$ cat config.mk
export PLATFORM = sky130hd
export DESIGN_NAME = keypad_scanner
export DESIGN_NICKNAME = d
export VERILOG_FILES = /design/src/rtl/keypad_pkg.sv /design/src/rtl/sync_2ff.sv /design/src/rtl/keypad_scanner.sv
export SDC_FILE = /design/constraint.sdc
export NUM_CORES = 1
export LEC_CHECK = 0
export ABC_AREA = 1
export CORE_MARGIN = 1
export CORE_UTILIZATION = 55
export CTS_CLUSTER_DIAMETER = 150
export DETAILED_ROUTE_END_ITERATION = 12
export PLACE_DENSITY_LB_ADDON = 0.08
export SKIP_CTS_REPAIR_TIMING = 1
export SLEW_MARGIN = 20
export SYNTH_ARGS = -nofsm -noshare
export SYNTH_HDL_FRONTEND = slang
export SYNTH_HIERARCHICAL = 1
export SYNTH_SLANG_ARGS = --single-unit
$ cat constraint.sdc
create_clock -name clk -period 2.1 [get_ports clk]
set_input_delay 0.63 -clock clk [delete_from_list [all_inputs] [get_ports clk]]
set_output_delay 0.63 -clock clk [all_outputs]
set_load 0.05 [all_outputs]
$ cat src/rtl/keypad_pkg.sv
// keypad_pkg
//   Shared definitions for the matrix keypad scanner:
//     kp_state_t      scanner FSM state encoding (SCAN / CONFIRM / HELD)
//     KP_* defaults   timing defaults for a 27 MHz system clock
//     key_w()         width of the coded key output for a ROWS x COLS matrix
package keypad_pkg;

  typedef enum logic [1:0] {
    SCAN    = 2'd0,
    CONFIRM = 2'd1,
    HELD    = 2'd2
  } kp_state_t;

  localparam int KP_ROWS       = 4;
  localparam int KP_COLS       = 4;
  localparam int KP_SETTLE_CYC = 270;       // ~10 us column settle
  localparam int KP_DB_CYC     = 1048576;   // ~39 ms press/release qualification
  localparam int KP_REPEAT_CYC = 13500000;  // 0.5 s auto-repeat period

  // Width of key_code = row*COLS+col; never narrower than one bit.
  function automatic int key_w(input int rows, input int cols);
    return (rows * cols > 1) ? $clog2(rows * cols) : 1;
  endfunction

endpackage

$ cat src/rtl/sync_2ff.sv
// sync_2ff
//   Two-stage synchronizer for asynchronous level inputs. Both stages reset
//   to all-ones so idle pulled-up lines read as "released" out of reset.
// Ports:
//   clk      in   1   system clock
//   n_reset  in   1   synchronous, active-low reset
//   d        in   W   asynchronous input
//   q        out  W   synchronized output (2-cycle latency)
module sync_2ff #(
  parameter int W = 1
) (
  input  logic         clk,
  input  logic         n_reset,
  input  logic [W-1:0] d,
  output logic [W-1:0] q
);

  logic [W-1:0] meta_q;
  logic [W-1:0] sync_q;

  always_ff @(posedge clk) begin
    if (!n_reset) begin
      meta_q <= '1;
      sync_q <= '1;
    end else begin
      meta_q <= d;
      sync_q <= meta_q;
    end
  end

  assign q = sync_q;

endmodule

$ cat src/rtl/keypad_scanner.sv
// keypad_scanner
//   Scans a ROWS x COLS matrix keypad by pulling one column low at a time and
//   sampling the (synchronized) row lines. A candidate key must stay stable
//   for DB_CYC cycles before it is accepted, and the held row must read open
//   for DB_CYC consecutive cycles before the release is accepted. Each accepted
//   press produces a one-cycle key_valid with key_code = row*COLS+col.
//   Optional auto-repeat: define KEYPAD_REPEAT_EN.
// Ports:
//   clk        in   1      system clock
//   n_reset    in   1      synchronous, active-low reset
//   row_n      in   ROWS   raw row lines, low = closed contact, asynchronous
//   col_n      out  COLS   column drive, exactly one bit low
//   key_code   out  KW     coded key, valid with key_valid, holds last value
//   key_valid  out  1      one-cycle pulse per accepted press / repeat
//   key_held   out  1      high from accept until release is qualified
module keypad_scanner
  import keypad_pkg::*;
#(
  parameter int ROWS       = KP_ROWS,
  parameter int COLS       = KP_COLS,
  parameter int SETTLE_CYC = KP_SETTLE_CYC,
  parameter int DB_CYC     = KP_DB_CYC,
  parameter int REPEAT_CYC = KP_REPEAT_CYC,
  localparam int KW        = key_w(ROWS, COLS)
) (
  input  logic            clk,
  input  logic            n_reset,
  input  logic [ROWS-1:0] row_n,
  output logic [COLS-1:0] col_n,
  output logic [KW-1:0]   key_code,
  output logic            key_valid,
  output logic            key_held
);

  localparam int RW      = (ROWS > 1) ? $clog2(ROWS) : 1;
  localparam int CW      = (COLS > 1) ? $clog2(COLS) : 1;
  // One counter serves the settle window (SCAN) and both debounce windows.
  localparam int CNT_MAX = (SETTLE_CYC > DB_CYC - 1) ? SETTLE_CYC : DB_CYC - 1;
  localparam int CNTW    = (CNT_MAX > 0) ? $clog2(CNT_MAX + 1) : 1;

  logic [ROWS-1:0] rs;
  kp_state_t       state_q, state_d;
  logic [CW-1:0]   col_q, col_d;
  logic [COLS-1:0] col_n_q, col_n_d;
  logic [CNTW-1:0] cnt_q, cnt_d;
  logic [RW-1:0]   row_q, row_d, first_row;
  logic [ROWS-1:0] pat_q, pat_d;
  logic [KW-1:0]   key_code_q, key_code_d;
  logic            key_valid_q, key_valid_d;
  logic            key_held_q, key_held_d;

`ifdef KEYPAD_REPEAT_EN
  // Counts HELD cycles with the key down. The first repeat fires when it
  // reaches DB_CYC+REPEAT_CYC-1; reloading DB_CYC makes later repeats land
  // every REPEAT_CYC cycles.
  localparam int RPT_TOP = DB_CYC + REPEAT_CYC - 1;
  localparam int RPTW    = $clog2(RPT_TOP + 1);
  logic [RPTW-1:0] rpt_q, rpt_d;
`endif

  sync_2ff #(.W(ROWS)) u_row_sync (
    .clk     (clk),
    .n_reset (n_reset),
    .d       (row_n),
    .q       (rs)
  );

  function automatic logic [CNTW-1:0] cnt_inc(input logic [CNTW-1:0] v);
    return (v == CNTW'(CNT_MAX)) ? v : v + CNTW'(1);
  endfunction

  // Lowest-index closed row wins on a multi-key press.
  always_comb begin
    first_row = '0;
    for (int r = ROWS - 1; r >= 0; r--) begin
      if (!rs[r]) first_row = RW'(r);
    end
  end

  // Column drive decoded from the next column index so col_n is a flop output.
  for (genvar gi = 0; gi < COLS; gi++) begin : g_col
    assign col_n_d[gi] = (col_d != CW'(gi));
  end

  always_comb begin
    state_d     = state_q;
    col_d       = col_q;
    cnt_d       = cnt_q;
    row_d       = row_q;
    pat_d       = pat_q;
    key_code_d  = key_code_q;
    key_valid_d = 1'b0;
    key_held_d  = key_held_q;
`ifdef KEYPAD_REPEAT_EN
    rpt_d       = '0;
`endif
    case (state_q)
      SCAN: begin
        if (cnt_q < CNTW'(SETTLE_CYC)) begin
          cnt_d = cnt_inc(cnt_q);
        end else if (&rs) begin
          col_d = (col_q == CW'(COLS - 1)) ? '0 : col_q + CW'(1);
          cnt_d = '0;
        end else begin
          pat_d   = rs;
          row_d   = first_row;
          state_d = CONFIRM;
          cnt_d   = '0;
        end
      end
      CONFIRM: begin
        if (rs != pat_q) begin
          state_d = SCAN;
          cnt_d   = '0;
        end else if (cnt_q == CNTW'(DB_CYC - 1)) begin
          key_code_d  = KW'(int'(row_q) * COLS + int'(col_q));
          key_valid_d = 1'b1;
          key_held_d  = 1'b1;
          state_d     = HELD;
          cnt_d       = '0;
        end else begin
          cnt_d = cnt_inc(cnt_q);
        end
      end
      HELD: begin
        // Only the accepted row matters; other keys are ignored.
        if (rs[row_q]) begin
`ifdef KEYPAD_REPEAT_EN
          rpt_d = rpt_q;  // contact open: freeze the repeat phase
`endif
          if (cnt_q == CNTW'(DB_CYC - 1)) begin
            key_held_d = 1'b0;
            state_d    = SCAN;
            col_d      = '0;
            cnt_d      = '0;
`ifdef KEYPAD_REPEAT_EN
            rpt_d      = '0;
`endif
          end else begin
            cnt_d = cnt_inc(cnt_q);
          end
        end else begin
          cnt_d = '0;
`ifdef KEYPAD_REPEAT_EN
          if (rpt_q == RPTW'(RPT_TOP)) begin
            key_valid_d = 1'b1;
            rpt_d       = RPTW'(DB_CYC);
          end else begin
            rpt_d = rpt_q + RPTW'(1);
          end
`endif
        end
      end
      default: begin
        state_d = SCAN;
        cnt_d   = '0;
      end
    endcase
  end

  always_ff @(posedge clk) begin
    if (!n_reset) begin
      state_q     <= SCAN;
      col_q       <= '0;
      col_n_q     <= ~COLS'(1);
      cnt_q       <= '0;
      row_q       <= '0;
      pat_q       <= '1;
      key_code_q  <= '0;
      key_valid_q <= 1'b0;
      key_held_q  <= 1'b0;
`ifdef KEYPAD_REPEAT_EN
      rpt_q       <= '0;
`endif
    end else begin
      state_q     <= state_d;
      col_q       <= col_d;
      col_n_q     <= col_n_d;
      cnt_q       <= cnt_d;
      row_q       <= row_d;
      pat_q       <= pat_d;
      key_code_q  <= key_code_d;
      key_valid_q <= key_valid_d;
      key_held_q  <= key_held_d;
`ifdef KEYPAD_REPEAT_EN
      rpt_q       <= rpt_d;
`endif
    end
  end

  assign col_n     = col_n_q;
  assign key_code  = key_code_q;
  assign key_valid = key_valid_q;
  assign key_held  = key_held_q;

endmodule

==> results.yml, run 1 <==
outcome:
  outcome: "finished clean"
sta:
  tightestPinTransition_ns: 0.5016
  slew_violations: 0
  max_freq_mhz: 489.2
  hold_viol_final: 0
  setup_ws_ns: 0.05575
  tns_ns: 0
  fin_worst_skew_ns: 0.009018
  rsz0062_at_grt: "no"
  relSlewSlack_pct: 66.51
  finalSetupViolCount: 0
  period_needed_ns: 2.044
  period_share_pct: 97.35
cells_and_area:
  fillers: 368
  regArea_um2: 960.9
  finalCoreUtilization_pct: 65.62
  nNetsFinal: 340
  antenna_cells: 0
  final_design_area_no_fill_mm2: 0.002644
  drive_gt1_share_pct: 11.71
  area_growth_pct: 14.03
  multi_input_area_mm2: 0.001141
synthesis:
  ys_ff_latch: 48
  synth_top_cell_by_area: "dfxtp_1"
  synth_fa_ha_area_share_pct: 1.079
  synth-edff-count: 0
  synth_cell_types: 27
  yosys.area_share.simple_pct: 38.37
  postSynthAreaPerCell_um2: 7.431
  seq_area_frac_synth_pct: 41.45
  synth_top_area_share_pct: 41.45
  synth_xor_area_share_pct: 3.778
  ys_async_sr_fraction_pct: 0
  synth.area.top_cells: "dfxtp_1 (41%), nand2_1 (12%), inv_1 (7.4%), nand3_1 (6.7%), nor2_1 (5.8%)"
  synthCells: 312
  syn-num-nets: 320
  post-synth-top-count-cell: "nand2_1"
  synth_top_family_by_area: "simple AND/OR/NAND/NOR gates"
  yosys_warnings: 6
  synth_flop_cell: "dfxtp_1"
  synthMuxAreaShare_pct: 0
  synth_common_cells: "nand2_1 (72), dfxtp_1 (48), inv_1 (46)"
  syn_area_mm2: 0.002318
  synth-compound-area-share_pct: 5.990
route:
  totalWireLength_um: 4193
  wl_per_cell_um: 10.95
  drt-initial-drc-count: 122
  ant_nets: 0
  vias: 1876
  drcViolationCount: 0
  first_pass_iters: 4
  viasPerCell: 4.898
clock_network:
  clk_path_buf_depth: 2
  htree_levels: 2
  cts.sinks: 48
  path_clk_slew_ns: 0.09
  cts_tree: "yes"
  cts_root_buffer: "clkbuf_8"
  numCtsBuffers: 5
  clock_latency_ns: 0.31
placement:
  place_ws_ns: 0.1932
  placed_cell_area_mm2: 0.002501
  detailed_place_hpwl_um: 3098
  port_buffers: 15
  gp_congestion: 0.8708
grt:
  antenna_found_initial: 0
  grt_usage_pct: 21.35
  grt_max_degree: 17
  gr-total-overflow: 0
  grt_pass1_vias: 1669
  grt_pass1_wl_um: 7148
flow_run:
  drv_cap: 0
worst_setup_path:
  end_kind: "output pin"
  slowest_stage: "clkdlybuf4s50_1"
  path_class: "reg -> out"
  path_buf_inv: 1
  cp.arrival_ns: 1.41
  path_cells: "clkdlybuf4s50_1"
  cp_max_fo: 1
  worstPathRequired_ns: 1.47
  worst_setup_path_start_kind: "register"
  crit_family: "buffers and inverters"
  cpPeakStageDelay_ns: 0.79
floorplanning:
  fp.dieH_um: 66.93
  placementRows: 23
  start_util_pct: 57.55
  die_w_um: 66.93
  dieArea_mm2: 0.004479
  core_area_mm2: 0.004029
  io_pins: 16
pwr:
  cellLeakagePower_nw: 1.334
  total_power_w: 0.001810
  ir_drop_uv: 436.8
  power.density_mw_per_mm2: 684.7
worst_hold_path:
  hp-class: "reg -> reg"
==> through the flow <==
step / instances / hold WS [ns]
floorplan: 312 / 0.3795
global route: 383 / 0.4363
CTS: 383 / 0.4143
detailed placement: 375 / 0.3908
finish: 383 / 0.4084
global placement: 375 / 0.3864
==> where the power goes <==
part,internal [W],switching [W]
Sequential,0.000922,0.00000856
Clock,0.000479,0.000325
Combinational,0.0000309,0.0000448
==> flip-flops by register name, summed over array words and instances (netlist names) <==
name / cells
u_row_sync/q: 4
key_valid: 1
state_q: 2
key_code: 4
col_n: 4
key_held: 1
u_row_sync/meta_q: 4
row_q: 2
col_q: 2
pat_q: 4
cnt_q: 20
==> final timing paths <==
path | start | cells past startpoint | endpoint | slack, ns
hold reg to reg | u_row_sync/meta_q[0]$_SDFF_PN1_ | 2 | u_row_sync/q[0]$_SDFF_PN1_ | 0.41
setup reg to reg | cnt_q[0]$_SDFFE_PN0P_ | 10 | cnt_q[18]$_SDFFE_PN0P_ | 0.20
hold / removal | u_row_sync/meta_q[0]$_SDFF_PN1_ | 2 | u_row_sync/q[0]$_SDFF_PN1_ | 0.41
setup / recovery | col_n[3]$_SDFF_PN1_ | 1 | col_n[3] | 0.06
==> placed cells by master (no fill, tap or decap), drive strengths merged <==
cell type and instances:
nand2 77, nor2 51, dfxtp 48, inv 48, nand3 32, o21ai 10
a21oi 9, clkdlybuf4s50 8, buf 8, nand4 6, nor3 6, o211ai 5
xor2 5, xnor2 5, clkbuf 5, nand3b 2, ha 2, bufinv 2
dlymetal6s2s 2, or2 1, a31oi 1
==> per-layer routing <==
layer | wire length, um | part of all wire [%] | GRT usage, %
met5 | 0 | 0 | 0
met4 | 82 | 2.0 | 8.777
met3 | 164 | 3.9 | 5.308
met2 | 1726 | 41 | 31.94
met1 | 2219 | 53 | 28.91
==> final cells by class <==
cell class / count / area share (%)
Tap cell: 50 / 2.366
Clock inverter: 3 / 2.603
Inverter: 47 / 6.673
Clock buffer: 5 / 2.603
Multi-Input combinational cell: 212 / 43.16
Sequential cell: 48 / 36.35
Timing Repair Buffer: 18 / 6.247
==> logic make-up (layout without fill, tap and decap cells) <==
logic type,after synthesis,count (layout)
flops,48,48
buf+inv,52,73
fa+ha+maj,2,2
xor+xnor,10,10
simple gates,175,175
compound gates,25,25
No activity file was read; power rests on OpenSTA's default activity.
==> inputs of run 2 (changes only) <==
--- a/config.mk
+++ b/config.mk
@@ -12,7 +12,6 @@
 export DETAILED_ROUTE_END_ITERATION = 12
 export PLACE_DENSITY_LB_ADDON = 0.08
 export SKIP_CTS_REPAIR_TIMING = 1
-export SLEW_MARGIN = 20
 export SYNTH_ARGS = -nofsm -noshare
 export SYNTH_HDL_FRONTEND = slang
 export SYNTH_HIERARCHICAL = 1
==> results of run 2 <==
The final DEF is identical to that of run 1; final timing and power are the same.
==> inputs of run 3 (changes only) <==
--- a/config.mk
+++ b/config.mk
@@ -6,11 +6,13 @@
 export NUM_CORES = 1
 export LEC_CHECK = 0
 export ABC_AREA = 1
+export CELL_PAD_IN_SITES_DETAIL_PLACEMENT = 2
+export CELL_PAD_IN_SITES_GLOBAL_PLACEMENT = 2
 export CORE_MARGIN = 1
-export CORE_UTILIZATION = 55
+export CORE_UTILIZATION = 34
 export CTS_CLUSTER_DIAMETER = 150
 export DETAILED_ROUTE_END_ITERATION = 12
-export PLACE_DENSITY_LB_ADDON = 0.08
+export PLACE_DENSITY = 0.78
 export SKIP_CTS_REPAIR_TIMING = 1
 export SYNTH_ARGS = -nofsm -noshare
 export SYNTH_HDL_FRONTEND = slang
==> results.yml, run 3 (synthesized netlist as in run 1, its figures left out) <==
outcome:
  outcome: "finished clean"
floorplanning:
  core_area_mm2: 0.006459
  dieArea_mm2: 0.007153
  start_util_pct: 35.90
  die_w_um: 84.58
  io_pins: 16
  placementRows: 29
  fp.dieH_um: 84.58
grt:
  antenna_found_initial: 0
  grt_usage_pct: 18.99
  gr-total-overflow: 0
  grt_pass1_wl_um: 10580
  grt_max_degree: 17
  grt_pass1_vias: 2212
clock_network:
  htree_levels: 2
  path_clk_slew_ns: 0.10
  clock_latency_ns: 0.31
  clk_path_buf_depth: 2
  cts_tree: "yes"
  numCtsBuffers: 5
  cts.sinks: 48
  cts_root_buffer: "clkbuf_8"
worst_hold_path:
  worstHoldPathCells: 2
  hp-class: "reg -> reg"
  hold_end: "u_row_sync/q[3]$_SDFF_PN1_"
  min_from: "u_row_sync/meta_q[3]$_SDFF_PN1_"
worst_setup_path:
  crit_family: "buffers and inverters"
  path_class: "reg -> out"
  cpPeakStageDelay_ns: 0.80
  path_buf_inv: 1
  slowest_stage: "clkdlybuf4s50_1"
  cp_max_fo: 1
  cp.arrival_ns: 1.42
  end_kind: "output pin"
  worst_setup_path_start_kind: "register"
  reg2reg_depth: 8
  reg2reg_slack_ns: 0.17
  worstPathRequired_ns: 1.47
  path_cells: "clkdlybuf4s50_1"
  r2r-start: "cnt_q[14]$_SDFFE_PN0P_"
  rr_endpoint: "pat_q[3]$_SDFFE_PN1P_"
sta:
  finalSetupViolCount: 0
  hold_viol_final: 0
  fin_worst_skew_ns: 0.01363
  max_freq_mhz: 488.3
  period_needed_ns: 2.048
  period_share_pct: 97.52
  slew_violations: 0
  relSlewSlack_pct: 61.04
  tightestPinTransition_ns: 0.5799
  tns_ns: 0
cells_and_area:
  final_design_area_no_fill_mm2: 0.002765
  fillers: 786
  largest_reg_flops: 20
  nNetsFinal: 351
  final_common_cell: "nand2_1"
  regArea_um2: 960.9
  multi_input_area_mm2: 0.001141
  drive_gt1_share_pct: 14.83
  antenna_cells: 0
  area_growth_pct: 19.27
  final_cells: 421
  layout_common_cells: "nand2_1 (72), dfxtp_1 (48), inv_1 (46)"
  top_register: "cnt_q"
route:
  first_pass_iters: 6
  ant_nets: 0
  wl_per_cell_um: 14.78
  vias: 2072
  drt-initial-drc-count: 58
  totalWireLength_um: 6221
  viasPerCell: 4.922
  drcViolationCount: 0
pwr:
  total_power_w: 0.001836
  ir_drop_uv: 350.0
  power.density_mw_per_mm2: 664.0
  cellLeakagePower_nw: 1.357
placement:
  gp_congestion: 0.7691
  place_inst: 404
  placed_cell_area_mm2: 0.002547
  port_buffers: 15
  detailed_place_hpwl_um: 4650
flow_run:
  drv_cap: 0
[run 3: per-stage QoR]
stage          hold WS (ns)  util (%)  worst slack, ns
2_1_floorplan        0.3795         -           0.4092
3_3_place_gp         0.3830     39.44           0.1183
3_5_place_dp         0.3982     39.44          0.04345
4_1_cts              0.4234     41.57          0.02839
5_1_grt              0.4403     42.81         -0.02309
6_report             0.4135     42.81          0.05200
[run 3: cell type report]
class | count | area share (%)
Clock inverter | 3 | 2.489
Sequential cell | 48 | 34.75
Inverter | 47 | 6.380
Tap cell | 77 | 3.484
Timing Repair Buffer | 29 | 9.140
Multi-Input combinational cell | 212 | 41.27
Clock buffer | 5 | 2.489
[run 3: worst max path at each step]
| stage | from | to | slack, ns | cells after the start |
|---|---|---|---|---|
| 2_1_floorplan | cnt_q[0]$_SDFFE_PN0P_ | cnt_q[4]$_SDFFE_PN0P_ | 0.41 | 11 |
| 3_3_place_gp | n_reset | cnt_q[6]$_SDFFE_PN0P_ | 0.12 | 3 |
| 3_5_place_dp | n_reset | cnt_q[6]$_SDFFE_PN0P_ | 0.04 | 3 |
| 4_1_cts | col_n[3]$_SDFF_PN1_ | col_n[3] | 0.03 | 1 |
| 5_1_grt | cnt_q[14]$_SDFFE_PN0P_ | pat_q[3]$_SDFFE_PN1P_ | -0.02 | 8 |
| 6_report | col_n[3]$_SDFF_PN1_ | col_n[3] | 0.05 | 1 |
[run 3: power breakdown]
| group | switching, W | internal, W | total [W] |
|---|---|---|---|
| Sequential | 0.00000983 | 0.000922 | 0.000932 |
| Combinational | 0.0000532 | 0.0000425 | 0.0000957 |
| Clock | 0.000329 | 0.000479 | 0.000809 |
| Total | 0.000392 | 0.00144 | 0.00184 |
[run 3: layer usage]
metal / share of wire, % / up-vias / global-route usage (%) / routed length (um)
li1: - / 1035 / - / -
met1: 48 / 1011 / 24.33 / 2955
met2: 49 / 20 / 32.37 / 3072
met3: 1.6 / 6 / 3.245 / 100
met4: 1.5 / 0 / 6.317 / 93
met5: 0 / - / 0 / 0
[run 3: worst reg2reg max path, delay by kind of cell (launching register included)]
kind | cells | cell delay (ns)
simple gates | 6 | 1.18
flops | 1 | 0.38
buf+inv | 1 | 0.22
compound gates | 1 | 0.08
==> edit 1: new RTL, flow settings as in run 1 <==
Reset style: asynchronous (`n_reset`), changed in 2 clocked blocks. Comments in the files are not updated.
--- a/src/rtl/sync_2ff.sv
+++ b/src/rtl/sync_2ff.sv
@@ -18,7 +18,7 @@
   logic [W-1:0] meta_q;
   logic [W-1:0] sync_q;
 
-  always_ff @(posedge clk) begin
+  always_ff @(posedge clk or negedge n_reset) begin
     if (!n_reset) begin
       meta_q <= '1;
       sync_q <= '1;
--- a/src/rtl/keypad_scanner.sv
+++ b/src/rtl/keypad_scanner.sv
@@ -158,7 +158,7 @@
     endcase
   end
 
-  always_ff @(posedge clk) begin
+  always_ff @(posedge clk or negedge n_reset) begin
     if (!n_reset) begin
       state_q     <= SCAN;
       col_q       <= '0;
Behaviour: same outputs for any inputs over 10 cycles, from zero or initial values and one cycle with n_reset low; that may be too few to reach the edited logic, so the function may still have changed.
==> edit 1 against run 1 <==
Critical path depth unchanged. Design area is 5.3% higher. Area after synthesis increased by 7.1%. Sequential power is 2% higher. Routed wire length shrank 1.7%. Setup slack worse by 0.0038 ns. Power shrank 9.9%. Sequential cell count unchanged. Highest routed layer unchanged.
==> edit 1: results (changes against run 1) <==
The run gives 2670 µm² (was 2500 µm²) as the post-detailed-placement cell area. The power of the combinational group is 0.0414 mW (was 0.0757 mW), and the synthesized net count is 281 (was 320). The total internal power is 1.31 mW (was 1.43 mW), and the final net count is 302 (was 340). Cell types with the largest area share after synthesis: sky130_fd_sc_hd__dfrtp_1, sky130_fd_sc_hd__dfstp_2, sky130_fd_sc_hd__nand2_1 (was sky130_fd_sc_hd__dfxtp_1, sky130_fd_sc_hd__nand2_1, sky130_fd_sc_hd__inv_1). The proportion of layout cells with a drive suffix above 1 came out at 0.234 (was 0.117). The type of the worst min-delay path is in2async (was reg2reg). The logs give 1.63 mW (was 1.81 mW) for the total power draw and 32 (was 27) for the number of different library cells in the post-synthesis netlist. The number of violations reported at the end of detailed-routing iteration 0 is 104 (was 122). The post-placement worst setup slack was 0.238 ns (was 0.193 ns). The buffer cell driving the clock tree root is sky130_fd_sc_hd__clkbuf_8 (unchanged).

The tools report the total global-route track usage as 0.197 (was 0.214). The sequential power share is 0.580 (was 0.514), and the first-pass GRT wire length is 7400 µm (was 7150 µm). The run gives 0.335 (was 0.319) as the met2 usage in global routing. The pin count of the biggest net entering global routing is 49 (was 17).

Beginning of the worst register-to-register path: cnt_q[0] (unchanged). The logs give 0.309 mV (was 0.437 mV) for the worst IR drop on VDD and 2990 µm (was 3100 µm) for the detailed placer's ending HPWL. The tools report the capture point of the critical path as col_n[0] (was col_n[3]). The run gives 4120 µm (was 4190 µm) as the total wirelength of the detailed-routed design.

The flow ran to the end, and the final reports show no timing, DRC or antenna violations. Non-filler instance count after layout: 347 (was 383). The origin of the worst setup path is col_n[0] (was col_n[3]). For the sequential fraction of the synthesis area, the log shows 0.491 (was 0.414). The final setup slack of the worst path came out at 0.0520 ns (was 0.0557 ns). The leakage power summed over all cells was 1.38 nW (was 1.33 nW); the worst clock skew was 0.0108 ns (was 0.00902 ns).

The largest incremental delay on the critical path is 0.79 ns (about the same), and the share of flip-flops with an asynchronous set or reset is 1.00 (was 0). The tools report the instance count after placement with tap cells included as 339 (was 375). The fraction of met1 tracks used by global routing is 0.232 (was 0.289). Top post-synthesis cells by count: sky130_fd_sc_hd__nand2_1, sky130_fd_sc_hd__inv_1, sky130_fd_sc_hd__dfrtp_1, sky130_fd_sc_hd__nor2_1, sky130_fd_sc_hd__dfstp_2 (was sky130_fd_sc_hd__nand2_1, sky130_fd_sc_hd__dfxtp_1, sky130_fd_sc_hd__inv_1, sky130_fd_sc_hd__nor2_1, sky130_fd_sc_hd__nand3_1).

For the count of vias placed by the detailed router, the log shows 1,747 (was 1,876). The slack of the worst reg-to-reg path was 0.22 ns (was 0.20 ns). Primary flip-flop cell chosen by synthesis mapping: sky130_fd_sc_hd__dfrtp_1 (was sky130_fd_sc_hd__dfxtp_1). The tools report the capturing point of the worst reg2reg path as cnt_q[12] (was cnt_q[18]).

The tools report the met3 usage as 0.0523 (was 0.0531). Mean instance size in the synthesized netlist: 9.09 µm² (was 7.43 µm²). The final weighted congestion in routability-driven placement came out at 0.876 (was 0.871). Actual slew at the worst max-slew pin: 0.497 ns (was 0.502 ns).
[edit 1: worst register-to-register path, cell delays in order, from the launching register on]
cell and delay [ns]:
sky130_fd_sc_hd__dfrtp_1 0.46, sky130_fd_sc_hd__ha_1 0.23, sky130_fd_sc_hd__clkinv_1 0.13, sky130_fd_sc_hd__nor2_4 0.18, sky130_fd_sc_hd__nand3_4 0.14, sky130_fd_sc_hd__nor2_8 0.15, sky130_fd_sc_hd__nand2_4 0.08, sky130_fd_sc_hd__nand2_4 0.09
sky130_fd_sc_hd__nand2_8 0.07, sky130_fd_sc_hd__inv_8 0.16, sky130_fd_sc_hd__nor2_1 0.07
[edit 1: cells by family after synthesis]
| family | count (synthesis) | synth area share |
|---|---|---|
| xor+xnor | 13 | 0.0459 |
| fa+ha+maj | 2 | 0.0101 |
| flops | 48 | 0.491 |
| compound gates | 21 | 0.0474 |
| simple gates | 149 | 0.332 |
| buf+inv | 40 | 0.0736 |
[edit 1: final cells by class]
class                   instances  area (µm²)
flip-flops and latches         48        1220
clock inverters                 2        35.0
fillers                       384        1570
repair buffers                 16         160
well taps                      52        65.1
inverters                      38         151
clock buffers                   6        72.6
multi-input cells             185        1080
[edit 1: routing by layer]
layer | wire [µm] | share of wire
met1 | 1890 | 0.46
met5 | 0 | 0
met2 | 2030 | 0.49
met4 | 99 | 0.024
met3 | 100 | 0.024
[edit 1: how the worst min path moves through the flow]
stage / slack (ns) / to
2_1_floorplan: 0.33 / cnt_q[0]
3_3_place_gp: 0.35 / u_row_sync/q[0]
3_5_place_dp: 0.35 / u_row_sync/q[0]
4_1_cts: 0.30 / state_q[1]
5_1_grt: 0.31 / cnt_q[6]
6_report: 0.29 / state_q[1]
==> edit 2: new RTL, config.mk and constraints of run 1 <==
Made on the original files. `KP_ROWS`: 4 -> 8.
--- a/src/rtl/keypad_pkg.sv
+++ b/src/rtl/keypad_pkg.sv
@@ -11,7 +11,7 @@
     HELD    = 2'd2
   } kp_state_t;
 
-  localparam int KP_ROWS       = 4;
+  localparam int KP_ROWS       = 8;
   localparam int KP_COLS       = 4;
   localparam int KP_SETTLE_CYC = 270;       // ~10 us column settle
   localparam int KP_DB_CYC     = 1048576;   // ~39 ms press/release qualification
Ports: changed (resized key_code and row_n); port bits go from 16 to 21. The function was not compared with the original's and may differ.
==> edit 2 against run 1 <==
Power increased by 43%. Critical endpoint is now cnt_q[0]. Global-route usage increased by 2.0 points. Design area grew 34%. Sequential cell count is 14 higher. Area after synthesis is 32% higher. Setup slack better by 0.22 ns. Highest routed layer unchanged. Critical path type is now reg2reg. Largest power group is now clock. Count of clock-buffer cells in the layout is 6 higher. Routed wire length is 45% higher. Non-clock buffer count increased by 7.
==> edit 2: results (changes against run 1) <==
The flow ran to the end, and the final reports show no timing, DRC or antenna violations. The logs give 1.89 nW (was 1.33 nW) for the leakage power summed over all cells and 0.401 ns (was 0.408 ns) for the worst hold slack. The worst IR drop on VDD is 0.451 mV (was 0.437 mV), and the final setup slack of the worst path is 0.278 ns (was 0.0557 ns). Depth of the CTS H-tree: 3 (was 2). Dominant delay contributor by cell family on the critical path: simple AND/OR/NAND/NOR gates (was buffers and inverters).

The total wirelength of the detailed-routed design is 6080 µm (was 4190 µm), and the worst clock skew is 0.00572 ns (was 0.00902 ns). The data arrival time at the worst-slack endpoint is 2.04 ns (was 1.41 ns). The pin count of the biggest net entering global routing was 22 (was 17); the first-pass GRT wire length was 10,500 µm (was 7150 µm).

Number of clock buffers inserted by TritonCTS: 9 (was 5). The register name with the most flops was cnt_q (unchanged). The run gives 433 (was 312) as the gate count of the mapped netlist.

Proportion of layout cells with a drive suffix above 1: 0.119 (was 0.117). The slowest library cell on the worst path was sky130_fd_sc_hd__dfxtp_1 (was sky130_fd_sc_hd__clkdlybuf4s50_1). The via count of the first global-routing pass was 2,340 (was 1,669). Clock-pin slew on the worst setup and hold paths: 0.06 ns (was 0.09 ns). The largest incremental delay on the critical path came out at 0.36 ns (was 0.79 ns). Instance count after placement with tap cells included: 517 (was 375).

The tools report the buffer cell driving the clock tree root as sky130_fd_sc_hd__clkbuf_8 (unchanged). The post-detailed-placement cell area is 3290 µm² (was 2500 µm²), and the final net count is 470 (was 340). The total global-route track usage came out at 0.233 (was 0.214).

Top post-synthesis cells by count: sky130_fd_sc_hd__nand2_1, sky130_fd_sc_hd__dfxtp_1, sky130_fd_sc_hd__inv_1, sky130_fd_sc_hd__nor2_1, sky130_fd_sc_hd__nand3_1 (unchanged). The count of vias placed by the detailed router is 2,626 (was 1,876), and the detailed placer's ending HPWL is 4250 µm (was 3100 µm). The number of violations reported at the end of detailed-routing iteration 0 was 164 (was 122). The post-placement worst setup slack was 0.199 ns (was 0.193 ns).

The number of fill cells is 461 (was 368). The number of buffer cells added on primary ports was 20 (was 15). Length in cells of the worst reg-to-reg path: 8 (was 10). The tools report the switching power of the nets as 0.539 mW (was 0.378 mW). The sequential fraction of the synthesis area was 0.406 (was 0.414).
edit 2: cells by family after synthesis:
family | count (synthesis) | synth area share
AO/OA/AOI/OAI | 26 | 0.0511
XOR/XNOR | 18 | 0.0515
adder cells (fa/ha/maj) | 2 | 0.00818
buffers and inverters | 77 | 0.110
flip-flops | 62 | 0.406
AND/OR/NAND/NOR | 248 | 0.373
edit 2: worst min-delay path, cell delays in order, from the launching register on:
cell	delay, ns
sky130_fd_sc_hd__dfxtp_1	0.30
sky130_fd_sc_hd__inv_1	0.03
sky130_fd_sc_hd__nand2_1	0.04
edit 2: layer usage:
layer	share of wire	global-route usage	up-vias
met5	0	0	-
met4	0.023	0.102	0
met3	0.053	0.0790	12
met2	0.44	0.352	61
met1	0.48	0.300	1159
li1	-	-	1394
edit 2: layout make-up:
class                   instances  area, µm²  share of cell area
repair buffers                 25        250              0.0706
well taps                      70       87.6              0.0247
clock inverters                 4       95.1              0.0268
clock buffers                  11        141              0.0399
inverters                      66        248              0.0699
multi-input cells             294       1480               0.418
flip-flops and latches         62       1240               0.350
edit 2: final timing paths:
check                    endpoint            startpoint
setup reg to reg         cnt_q[0]              cnt_q[0]
hold reg to reg   u_row_sync/q[5]  u_row_sync/meta_q[5]
setup / recovery         cnt_q[0]              cnt_q[0]
hold / removal    u_row_sync/q[5]  u_row_sync/meta_q[5]
edit 2: power groups by stage:
stage | combinational, mW | sequential (mW) | clock (mW)
after floorplan | 0.0916 | 1.23 | 0
after global placement | 0.118 | 1.24 | 0
after detailed placement | 0.120 | 1.24 | 0
after CTS | 0.122 | 1.21 | 1.29
after global routing | 0.141 | 1.21 | 1.35
final | 0.122 | 1.21 | 1.26
edit 2: per-stage QoR:
stage	utilization	TNS, ns	power [mW]
2_1_floorplan	-	0	1.32
4_1_cts	0.673	-0.0696	2.62
5_1_grt	0.677	0	2.70
6_report	0.677	0	2.60
3_5_place_dp	0.628	0	1.36
3_3_place_gp	0.628	0	1.35
